[src/rtl/im_program_loader.sv]
// im_program_loader: streams 32-bit instruction words into byte-wide instruction memory,
// big-endian from byte 0, holding the mips core in reset until the image is complete.
module im_program_loader #(
  parameter int unsigned IM_BYTES = 1024,
  parameter int unsigned ADDR_W   = 10,
  parameter int unsigned RST_HOLD = 4
) (
  input  logic              clk,
  input  logic              rst,
  input  logic              load_start,
  input  logic              in_valid,
  output logic              in_ready,
  input  logic [31:0]       in_data,
  input  logic              in_last,
  output logic              im_we,
  output logic [ADDR_W-1:0] im_addr,
  output logic [7:0]        im_wdata,
  output logic              cpu_rst,
  output logic              busy,
  output logic              done,
  output logic              err_overflow,
  output logic [ADDR_W-2:0] word_count
);

  localparam int unsigned    WcW       = ADDR_W - 1;
  localparam logic [WcW-1:0] MaxWords  = WcW'(IM_BYTES / 4);
  localparam logic [3:0]     HoldInit  = 4'(RST_HOLD - 1);

  typedef enum logic [2:0] {
    StIdle, StAccept, StWrite, StHold, StRun, StErrDrain
  } state_t;

  state_t      state_q;
  logic [31:0] shift_q;   // remaining bytes of the latched word, next byte in [31:24]
  logic        last_q;
  logic [1:0]  byte_q;    // index of the byte currently on im_wdata
  logic [3:0]  hold_q;

  // Single FSM; every output is a register updated alongside the state transition.
  always_ff @(posedge clk or negedge rst) begin
    if (!rst) begin
      state_q      <= StIdle;
      shift_q      <= '0;
      last_q       <= 1'b0;
      byte_q       <= '0;
      hold_q       <= '0;
      in_ready     <= 1'b0;
      im_we        <= 1'b0;
      im_addr      <= '0;
      im_wdata     <= '0;
      cpu_rst      <= 1'b1;
      busy         <= 1'b0;
      done         <= 1'b0;
      err_overflow <= 1'b0;
      word_count   <= '0;
    end else begin
      done <= 1'b0;
      case (state_q)
        StIdle, StRun: begin
          if (load_start) begin
            state_q      <= StAccept;
            in_ready     <= 1'b1;
            cpu_rst      <= 1'b1;
            busy         <= 1'b1;
            word_count   <= '0;
            err_overflow <= 1'b0;
          end
        end
        StAccept: begin
          if (in_valid) begin
            if (word_count == MaxWords) begin
              // Memory full: drop the word and drain the rest of the image.
              err_overflow <= 1'b1;
              if (in_last) begin
                state_q  <= StHold;
                in_ready <= 1'b0;
                hold_q   <= HoldInit;
              end else begin
                state_q  <= StErrDrain;
              end
            end else begin
              state_q  <= StWrite;
              in_ready <= 1'b0;
              im_we    <= 1'b1;
              im_addr  <= ADDR_W'({word_count, 2'b00});
              im_wdata <= in_data[31:24];
              shift_q  <= {in_data[23:0], 8'h00};
              last_q   <= in_last;
              byte_q   <= 2'd0;
            end
          end
        end
        StWrite: begin
          if (byte_q != 2'd3) begin
            byte_q   <= byte_q + 2'd1;
            im_addr  <= im_addr + ADDR_W'(1);
            im_wdata <= shift_q[31:24];
            shift_q  <= {shift_q[23:0], 8'h00};
          end else begin
            im_we      <= 1'b0;
            word_count <= word_count + WcW'(1);
            if (last_q) begin
              state_q <= StHold;
              hold_q  <= HoldInit;
            end else begin
              state_q  <= StAccept;
              in_ready <= 1'b1;
            end
          end
        end
        StErrDrain: begin
          if (in_valid && in_last) begin
            state_q  <= StHold;
            in_ready <= 1'b0;
            hold_q   <= HoldInit;
          end
        end
        StHold: begin
          if (hold_q == 4'd0) begin
            state_q <= StRun;
            cpu_rst <= 1'b0;
            busy    <= 1'b0;
            done    <= 1'b1;
          end else begin
            hold_q <= hold_q - 4'd1;
          end
        end
        default: state_q <= StIdle;
      endcase
    end
  end

endmodule
[config.mk]
export PLATFORM = sky130hd
export DESIGN_NAME = im_program_loader
export DESIGN_NICKNAME = d
export VERILOG_FILES = /design/src/rtl/im_program_loader.sv
export SDC_FILE = /design/constraint.sdc
export NUM_CORES = 1
export LEC_CHECK = 0
export ABC_AREA = 1
export CAP_MARGIN = 10
export CORE_UTILIZATION = 47
export CTS_BUF_LIST = sky130_fd_sc_hd__clkbuf_8
export CTS_CLUSTER_DIAMETER = 200
export DETAILED_ROUTE_END_ITERATION = 10
export HOLD_SLACK_MARGIN = 0.12
export PLACE_DENSITY = 0.76
export REMOVE_ABC_BUFFERS = 1
export SLEW_MARGIN = 40
export SYNTH_ARGS = -nofsm -noshare
export SYNTH_HDL_FRONTEND = slang
export SYNTH_SLANG_ARGS = --single-unit
[constraint.sdc]
create_clock -name clk -period 1.55 [get_ports clk]
set_input_delay 0.31 -clock clk [delete_from_list [all_inputs] [get_ports clk]]
set_output_delay 0.31 -clock clk [all_outputs]
set_load 0.03 [all_outputs]
==> results.py <==
metrics = {
    "outcome": {
        "outcome": "finished with violations",
        "violations": "setup timing",
    },
    "power": {
        "power_mw": 10.8,
        "power_leakage_nw": 2.79,
        "vdd_drop_max_v": 0.00108,
        "powerDensity_nw_per_um2": 2000,
    },
    "setup_path": {
        "crit_slowest_cell": "dfrtp_1",
        "crit_path_max_fanout": 6,
        "reg2reg_depth": 11,
        "critPathBufInv": 3,
        "max_stage_delay_ps": 410,
        "criticalPathCategory": "reg2reg",
        "crit_family": "simple AND/OR/NAND/NOR gates",
        "crit_chain": "inv_2 -> ha_4 -> nand2_4 -> nor2_4 -> nand3_4 -> nand2_4 -> nor2_8 -> buf_12 -> clkbuf_16 -> nand2_1 -> nand2_1",
        "cp.required_ps": 1790,
        "critPathLaunchType": "register",
        "r2r_start": "word_count[1]",
        "cp.arrival_ps": 1850,
        "regToRegSetupSlack_ps": -50,
        "end_kind": "register",
        "r2r_end": "im_addr[7]",
    },
    "synthesis": {
        "synth-seq-cells": 67,
        "ys.warnings.count": 0,
        "synthesis.area_um2": 3800,
        "netlist_instances": 509,
        "synth_cell_type_count": 30,
        "syn_area_per_cell_um2": 7.46,
        "synth-seq-area-share": 0.442,
    },
    "global_route": {
        "grt_start_max_net_pins": 39,
        "grt_pass1_wl_mm": 15.8,
        "grt_usage": 0.235,
        "antenna_found_initial": 0,
        "grt_remaining_overflow": 0,
        "grt_pass1_vias": 3613,
    },
    "clock_tree": {
        "root_buffer": "clkbuf_8",
        "insertion_delay_ps": 360,
        "clkTransAtPathRegs_ps": 80,
        "cts_buffer_depth": 2,
        "cts_tree": "built",
        "cts_inserted_buffers": 9,
        "cts_sinks": 67,
        "htreeDepth": 3,
    },
    "route": {
        "wl_met3_um": 516,
        "first_pass_iters": 5,
        "viasPerCell": 5.06,
        "antenna_left": 0,
        "wl_mm": 9.86,
        "dr.first_iter.drc_count": 170,
        "met2RoutedLength_mm": 4.98,
        "vias": 3732,
        "wl_per_cell_um": 13.4,
        "drc_errors": 0,
        "wl_met1_mm": 4.14,
        "top_layer_used": "met4",
    },
    "timing": {
        "finalHoldViolCount": 0,
        "fin_ws_ps": -54.6,
        "period_needed_ps": 1600,
        "max_slew_margin": 0.764,
        "fmax_mhz": 623,
        "worst_pin_slew_ps": 350,
        "timing.final.crit_share": 1.04,
        "holdWs_ps": 362,
        "rsz0062_at_grt": "yes",
        "finalSetupViolations": 34,
        "final_max_slew_viol_count": 0,
        "skew_ps": 12.6,
    },
    "floorplanning": {
        "die_w_um": 91.9,
        "die_height_um": 91.9,
        "rows": 32,
        "ioPinCount": 70,
        "die-area_um2": 8440,
        "initial_utilization": 0.489,
        "coreArea_um2": 7770,
    },
    "place": {
        "dp_hpwl_mm": 6.49,
        "place.gp.congestion": 0.892,
        "portBuffers": 69,
        "placed_area_um2": 4840,
    },
    "final_layout": {
        "final_common_cell": "nand2_1",
        "seq_area_um2": 1680,
        "multi_input_area_um2": 1940,
        "final_cell_area_um2": 5420,
        "syn2layout_area_growth_pct": 42.8,
        "fin_nets": 673,
        "final_core_util": 0.698,
        "drive_gt1_frac": 0.264,
        "mostFrequentLayoutCells": "155 x nand2_1, 62 x dfrtp_1, 60 x inv_1",
        "n_antenna_cell": 0,
        "fillers": 642,
    },
    "flow_run": {
        "cap_violations": 0,
    },
    "worst_hold_path": {
        "hold_path.class": "in2async",
    },
}
## through the flow
stage | worst slack, ps | instances | setup TNS, ps
finish | -54.6 | 738 | -945
global route | -99.2 | 738 | -3270
floorplan | -462 | 492 | -21170
global placement | -205 | 704 | -5390
CTS | -14.7 | 722 | -81.0
detailed placement | -184 | 704 | -7560
## cell usage after synthesis
library cell,number,area share
nand2_1,184,0.18
dfrtp_1,66,0.43
inv_1,65,0.064
o21ai_0,44,0.058
nand3_1,36,0.047
nor2_1,28,0.028
o21ai_2,18,0.042
o21ai_1,14,0.018
buf_2,6,0.0079
buf_6,6,0.018
ha_1,5,0.016
nand2_4,4,0.012
nand4_1,4,0.0066
clkbuf_1,3,0.0030
nand3_2,3,0.0079
nor3_1,3,0.0040
xor2_1,3,0.0069
a21oi_1,2,0.0026
inv_2,2,0.0020
nand2_2,2,0.0033
o21bai_1,2,0.0040
buf_4,1,0.0020
buf_8,1,0.0040
dfstp_2,1,0.0069
inv_4,1,0.0016
nand4_4,1,0.0056
nor2_2,1,0.0016
nor2_4,1,0.0030
nor2_8,1,0.0053
or2_2,1,0.0016
## state kept, by name, indices dropped and copies added (netlist names)
name,flops
cpu_rst,1
shift_q,24
im_we,1
byte_q,2
im_addr,10
word_count,9
state_q,3
busy,1
last_q,1
err_overflow,1
im_wdata,8
hold_q,4
done,1
in_ready,1
## per-layer routing
layer,track usage,up-vias
li1,-,1847
met1,0.297,1745
met2,0.390,114
met3,0.0365,26
met4,0.117,0
met5,0,-
## repair_timing
| action | 4_1_cts | 5_1_grt |
|---|---|---|
| resized for setup | 40 | 78 |
| pin swaps | 1 | 9 |
| setup buffers | 0 | 13 |
| setup endpoints to repair | 76 | 71 |
| hold endpoints to repair | 10 | 0 |
| hold buffers | 1 | 0 |
| cloned | 1 | 4 |
## where the power goes
group	internal [mW]	total (mW)	switching [mW]
clock network	0.586	1.32	0.738
registers	2.43	2.79	0.362
logic	2.85	6.71	3.87
total	5.86	10.8	4.97
## area by class of cell
type | count | share of cell area
clock inverters | 7 | 0.00992
clock buffers | 9 | 0.0228
inverters | 68 | 0.0475
repair buffers | 128 | 0.229
flip-flops and latches | 67 | 0.310
well taps | 102 | 0.0235
multi-input cells | 357 | 0.357
## worst max path at each step
stage	from	end	slack, ps	cells after the start
floorplan	state_q[2]	im_addr[3]	-460	8
CTS	state_q[1]	im_addr[3]	-10	10
global placement	in_last	state_q[1]	-200	8
detailed placement	in_valid	im_wdata[2]	-180	8
finish	word_count[1]	im_addr[7]	-50	11
global route	word_count[1]	im_addr[2]	-100	11
## kinds of logic (layout without fill, tap and decap cells)
| group | after synthesis | after routing | synth area share |
|---|---|---|---|
| xor gates and xnor gates | 3 | 3 | 0.00692 |
| and+or+nand+nor | 269 | 269 | 0.308 |
| buffers and inverters | 85 | 212 | 0.102 |
| AOI/OAI and AO/OA | 80 | 80 | 0.125 |
| DFF | 67 | 67 | 0.442 |
| adders and majority gates | 5 | 5 | 0.0165 |
No activity file was read; power rests on OpenSTA's default activity.
